$ cat config.mk
export PLATFORM = sky130hd
export DESIGN_NAME = fetch_buffer
export DESIGN_NICKNAME = d
export VERILOG_FILES = /design/src/rtl/fetch_buffer_pkg.sv /design/src/rtl/fetch_buffer.sv
export SDC_FILE = /design/constraint.sdc
export NUM_CORES = 1
export LEC_CHECK = 0
export CAP_MARGIN = 20
export CORE_MARGIN = 4
export CORE_UTILIZATION = 46
export CTS_CLUSTER_DIAMETER = 100
export DETAILED_ROUTE_END_ITERATION = 10
export PLACE_DENSITY_LB_ADDON = 0.2
export SKIP_LAST_GASP = 1
export SYNTH_ARGS = -nofsm -noshare
export SYNTH_HDL_FRONTEND = slang
export SYNTH_SLANG_ARGS = --single-unit
$ cat constraint.sdc
create_clock -name clk -period 1.6 [get_ports clk]
set_input_delay 0.48 -clock clk [delete_from_list [all_inputs] [get_ports clk]]
set_output_delay 0.48 -clock clk [all_outputs]
set_load 0.005 [all_outputs]
$ cat src/rtl/fetch_buffer_pkg.sv
// Shared constants and types for the instruction fetch buffer.
//   EXC_NONE / EXC_ADEL : exception codes carried with each fetched entry
//   PC_BASE / PC_LIMIT  : legal instruction address window
//   entry_t             : one buffered fetch entry (pc, instr, exccode, bd)
package fetch_buffer_pkg;

  localparam int unsigned XLEN    = 32;
  localparam int unsigned EXC_W   = 5;
  localparam int unsigned COUNT_W = 2;

  localparam logic [EXC_W-1:0] EXC_NONE = 5'd0;
  localparam logic [EXC_W-1:0] EXC_ADEL = 5'd4;

  localparam logic [XLEN-1:0] PC_BASE  = 32'h0000_3000;
  localparam logic [XLEN-1:0] PC_LIMIT = 32'h0000_6ffc;

  localparam logic [XLEN-1:0] INSTR_NOP = 32'h0000_0000;

  typedef struct packed {
    logic [XLEN-1:0]  pc;
    logic [XLEN-1:0]  instr;
    logic [EXC_W-1:0] exccode;
    logic             bd;
  } entry_t;

  // Address fault test used by the fetch stage that produces in_err.
  function automatic logic pc_fault(input logic [XLEN-1:0] pc);
    return (pc[1:0] != 2'b00) || (pc < PC_BASE) || (pc > PC_LIMIT);
  endfunction

  // Faulting fetches are replaced by a NOP tagged with an address-load exception.
  function automatic entry_t make_entry(input logic [XLEN-1:0] pc,
                                        input logic [XLEN-1:0] instr,
                                        input logic            err,
                                        input logic            bd);
    entry_t e;
    e.pc      = pc;
    e.bd      = bd;
    e.instr   = err ? INSTR_NOP : instr;
    e.exccode = err ? EXC_ADEL : EXC_NONE;
    return e;
  endfunction

endpackage

$ cat src/rtl/fetch_buffer.sv
// Two-entry fetch buffer between instruction fetch and decode.
// Ports:
//   clk, reset        : rising-edge clock, asynchronous active-low reset
//   in_valid/in_ready : fetch-side handshake; in_ready depends on occupancy only
//   in_pc, in_instr   : fetched entry payload
//   in_err, in_bd     : address fault flag, branch-delay-slot flag
//   out_ready         : decode consumes the head entry this cycle
//   flush             : drop all entries (interrupt / ERET), wins over push and pop
//   out_valid, out_*  : head entry, all data forced to 0 when empty
//   count             : occupied entries, 0..2
module fetch_buffer
  import fetch_buffer_pkg::*;
#(
  parameter int unsigned DEPTH = 2
) (
  input  logic             clk,
  input  logic             reset,
  input  logic             in_valid,
  input  logic [XLEN-1:0]  in_pc,
  input  logic [XLEN-1:0]  in_instr,
  input  logic             in_err,
  input  logic             in_bd,
  output logic             in_ready,
  input  logic             out_ready,
  input  logic             flush,
  output logic             out_valid,
  output logic [XLEN-1:0]  out_pc,
  output logic [XLEN-1:0]  out_instr,
  output logic [EXC_W-1:0] out_exccode,
  output logic             out_bd,
  output logic [COUNT_W-1:0] count
);

  entry_t              mem_q [2];
  logic                rd_ptr_q;
  logic                wr_ptr_q;
  logic [COUNT_W-1:0]  count_q;
  logic                push;
  logic                pop;
  entry_t              head;

  // Handshakes are derived from registered occupancy only.
  assign in_ready  = count_q < COUNT_W'(DEPTH);
  assign out_valid = count_q != '0;
  assign push      = in_valid && in_ready;
  assign pop       = out_valid && out_ready;
  assign count     = count_q;

  // Storage, pointers and occupancy; pointers are 1 bit so they wrap 1->0.
  always_ff @(posedge clk or negedge reset) begin
    if (!reset) begin
      mem_q[0] <= '0;
      mem_q[1] <= '0;
      rd_ptr_q <= 1'b0;
      wr_ptr_q <= 1'b0;
      count_q  <= '0;
    end else if (flush) begin
      rd_ptr_q <= 1'b0;
      wr_ptr_q <= 1'b0;
      count_q  <= '0;
    end else begin
      if (push) begin
        mem_q[wr_ptr_q] <= make_entry(in_pc, in_instr, in_err, in_bd);
        wr_ptr_q        <= ~wr_ptr_q;
      end
      if (pop) begin
        rd_ptr_q <= ~rd_ptr_q;
      end
      unique case ({push, pop})
        2'b10:   count_q <= count_q + COUNT_W'(1);
        2'b01:   count_q <= count_q - COUNT_W'(1);
        default: count_q <= count_q;
      endcase
    end
  end

  // Head mux; an empty buffer presents all-zero data.
  always_comb begin
    head = '0;
    if (out_valid) begin
      head = mem_q[rd_ptr_q];
    end
  end

  assign out_pc      = head.pc;
  assign out_instr   = head.instr;
  assign out_exccode = head.exccode;
  assign out_bd      = head.bd;

endmodule

==> PnR_summary.wiki <==
{| class="wikitable"
! Metric !! Value
|-
| Total inserted antenna cells || 0
|-
| Synth Register Bits || 136
|-
| Wire length of the first global-routing pass || 29,400 um
|-
| Worst R2R End || mem_q[123]
|-
| Sort of element at the end of the critical path || output port
|-
| Critical path buffer and inverter count || 4
|-
| Placeable core region || 13,300 um^2
|-
| Leakage power || 4.74 nW
|-
| Number of library cell types mapped by synthesis || 22
|-
| Syn. warnings || 0
|-
| Critical Path, Cell by Cell || buf_8, buf_12, buf_16, mux2i_1, nor2_1, buf_2
|-
| Cell family contributing the most delay on the critical path || buffers and inverters
|-
| Reg-to-reg slack, setup || -0.42 ns
|-
| Maximum number of pins on one net before global-route repair || 49
|-
| Fraction of the yosys area taken by sequential cells || 0.538
|-
| Kind of launch point of the worst setup path || flop
|-
| Most common library cell in the layout ignoring fill and taps || sky130_fd_sc_hd__dfrtp_1
|-
| Total global routing overflow || 0
|-
| Clk Tree Root Cell || sky130_fd_sc_hd__clkbuf_16
|-
| Count of mapped cells out of synthesis || 560
|-
| Clock Tree Buf Depth || 2
|-
| Syn_area_per_cell || 11.3 um^2
|-
| Effective utilization at floorplan || 0.474
|-
| Chip height || 125 um
|-
| Period minus WS final || 2.24 ns
|-
| Worst slack after detailed placement || -0.539 ns
|-
| Total power per unit cell area || 1210 nW/um^2
|-
| Total wirelength of the detailed-routed design || 20,300 um
|-
| Classification of the worst-slack hold path || reg -> reg
|-
| Total iterations of the first detailed-routing run || 4
|-
| GRT Resource Usage Total || 0.240
|-
| # setup viols final || 202
|-
| Placement row count || 42
|-
| Clock sink total || 136
|-
| Clock transition at the register clock pins on the worst setup and hold paths after CTS || 0.06 ns
|-
| Drt initial violations || 250
|-
| Final Max Slew Viols || 0
|-
| Via count normalized by instance count || 5.41
|-
| Via count of the first global-routing pass || 5,354
|-
| Hold path start || mem_q[79]
|-
| Number of nets in the layout || 835
|-
| Area added between synthesis and finish || 62.9%
|-
| Share of layout cells above drive strength 1 || 0.486
|-
| TritonCTS clock tree || yes
|-
| Worst Hold Path Cells || 2
|-
| Final Hold Vio Count || 0
|-
| Final routed wire length divided by cell count || 21.3 um
|-
| Ports || 145
|-
| Instance area at placement || 8210 um^2
|-
| Die Width || 125 um
|-
| Setup repair after global routing missed its margin || yes
|-
| VDD IR max || 0.000726 V
|-
| Violated checks || setup timing
|-
| Initial antenna violation count || 0
|-
| Global placer's final weighted congestion || 0.751
|-
| Highest clock frequency the design can meet || 446 MHz
|-
| Fin crit share || 1.40
|-
| Clock latency on the worst-skew pair || 0.42 ns
|-
| Worst Setup Slack, final || -0.641 ns
|-
| Required time at the endpoint of the critical path || 1.12 ns
|-
| Final-layout fill cell count || 795
|-
| Area of the mapped netlist || 6330 um^2
|-
| Slowest cell on crit path || sky130_fd_sc_hd__dfrtp_4
|-
| DR DRC count || 0
|-
| Number of violations of the max-capacitance limit || 0
|-
| Peak fanout along the critical path || 5
|-
| Worst stage delay on the critical path || 0.50 ns
|-
| Number of input and output port buffers inserted || 140
|-
| Commonest cells after routing, fill and taps aside || 135 x sky130_fd_sc_hd__dfrtp_1, 69 x sky130_fd_sc_hd__clkdlybuf4s50_1, 69 x sky130_fd_sc_hd__buf_2, 67 x sky130_fd_sc_hd__nor2_1, 60 x sky130_fd_sc_hd__mux2i_1
|-
| Run status || complete, but fails checks
|-
| Number of vias after detailed routing || 5,156
|-
| Max Clock Skew || 0.00774 ns
|-
| FF-to-FF path depth || 6
|-
| DPL Wire Length || 9760 um
|-
| Hold endpoint || mem_q[79]
|-
| Utilization of the core after routing || 0.773
|-
| WS Path Type || reg -> out
|-
| Remaining number of nets flagged by the antenna check after routing || 0
|-
| Area of the die || 15,700 um^2
|-
| Arrival time worst endpoint || 1.76 ns
|-
| Design area || 10,300 um^2
|-
| Maximum level of the CTS H-tree || 4
|-
| FF-to-FF Start || count[1]
|-
| Total clock buffers created by CTS || 17
|}
==> state kept, by name, summed over array words and instances, names as in the netlist <==
signal / cells
count: 2
rd_ptr_q: 1
mem_q: 132
wr_ptr_q: 1
==> kinds of logic (layout without fill, tap and decap cells) <==
group / Yosys count / after routing / synth area share
DFF: 136 / 136 / 0.538
xor gates and xnor gates: 2 / 2 / 0.00277
other: 1 / 4 / 0.000592
AOI/OAI and AO/OA: 68 / 68 / 0.0543
and+or+nand+nor: 172 / 172 / 0.118
buffers and inverters: 46 / 260 / 0.0391
muxes: 135 / 135 / 0.247
==> where the power goes <==
part           internal (mW)  switching (mW)  leakage, nW
combinational           1.84            1.25         2.73
sequential              4.24           0.620         1.70
clock                   2.93            1.60        0.312
==> timing repair <==
| action | in CTS | in global routing |
|---|---|---|
| hold endpoints to repair | 27 | 0 |
| gates resized for setup | 385 | 156 |
| hold buffers | 1 | 0 |
| endpoints found under the setup margin | 137 | 205 |
| pin swaps | 69 | 87 |
| buffers inserted | 22 | 13 |
| cloned | 25 | 8 |
==> how the worst max path moves through the flow <==
stage | startpoint | end | slack (ns) | depth (start not counted)
floorplan | count[1] | mem_q[114] | -0.08 | 4
global placement | in_valid | mem_q[128] | -0.52 | 4
detailed placement | in_valid | mem_q[136] | -0.54 | 4
CTS | rd_ptr_q | out_instr[9] | -0.62 | 6
global route | rd_ptr_q | out_pc[2] | -0.72 | 6
finish | rd_ptr_q | out_pc[2] | -0.64 | 6
==> synth_stat cells <==
| master | number | area share |
|---|---|---|
| sky130_fd_sc_hd__o21ai_1 | 14 | 0.011 |
| sky130_fd_sc_hd__nor2b_1 | 2 | 0.0020 |
| sky130_fd_sc_hd__nor2_1 | 69 | 0.041 |
| sky130_fd_sc_hd__buf_2 | 12 | 0.0095 |
| sky130_fd_sc_hd__or4b_1 | 1 | 0.0016 |
| sky130_fd_sc_hd__mux2_2 | 35 | 0.062 |
| sky130_fd_sc_hd__nand4bb_1 | 1 | 0.0018 |
| sky130_fd_sc_hd__a21oi_1 | 2 | 0.0016 |
| sky130_fd_sc_hd__nand2_1 | 65 | 0.039 |
| sky130_fd_sc_hd__o21ai_0 | 51 | 0.040 |
| sky130_fd_sc_hd__inv_1 | 2 | 0.0012 |
| sky130_fd_sc_hd__mux2_4 | 34 | 0.081 |
| sky130_fd_sc_hd__o21ai_2 | 1 | 0.0014 |
| sky130_fd_sc_hd__clkbuf_1 | 18 | 0.011 |
| sky130_fd_sc_hd__dfrtp_1 | 136 | 0.54 |
| sky130_fd_sc_hd__buf_4 | 6 | 0.0071 |
| sky130_fd_sc_hd__buf_1 | 3 | 0.0018 |
| sky130_fd_sc_hd__buf_6 | 5 | 0.0089 |
| sky130_fd_sc_hd__mux2i_1 | 66 | 0.10 |
| sky130_fd_sc_hd__nand2b_1 | 34 | 0.034 |
| sky130_fd_sc_hd__xor2_1 | 2 | 0.0028 |
| sky130_fd_sc_hd__conb_1 | 1 | 0.00059 |
==> worst register-to-register path: cells and delay by family, from the launching register on <==
family | cells | cell delay (ns)
muxes | 1 | 0.30
buffers and inverters | 4 | 0.58
and+or+nand+nor | 1 | 0.60
DFF | 1 | 0.43
==> stage by stage <==
| stage | hold slack, ns | total power, mW | cells | setup TNS [ns] |
|---|---|---|---|---|
| 6_report | 0.481 | 12.5 | 953 | -68.11 |
| 5_1_grt | 0.510 | 13.0 | 953 | -77.32 |
| 4_1_cts | 0.481 | 12.0 | 943 | -74.64 |
| 3_5_place_dp | 0.394 | 7.03 | 863 | -79.87 |
| 3_3_place_gp | 0.390 | 6.90 | 863 | -78.02 |
| 2_1_floorplan | 0.184 | 6.00 | 563 | -2.99 |
==> routing by layer <==
metal  vias to the layer above  routed length (um)  GRT usage  part of all wire
li1                       2297                   -          -                 -
met1                      2625                8470      0.311              0.42
met2                       191               10400      0.389              0.51
met3                        43                 935     0.0674             0.046
met4                         0                 507     0.0810             0.025
met5                         -                   0          0                 0
==> cell type report <==
class / count / area, um^2 / area share
clock inverter: 15 / 249 / 0.0241
sequential: 136 / 3410 / 0.330
tap: 176 / 220 / 0.0213
multi-input combinational: 381 / 3300 / 0.320
clock buffer: 17 / 425 / 0.0412
timing repair buffer: 226 / 2700 / 0.262
inverter: 2 / 7.51 / 0.000728
No activity file was read; power rests on OpenSTA's default activity.
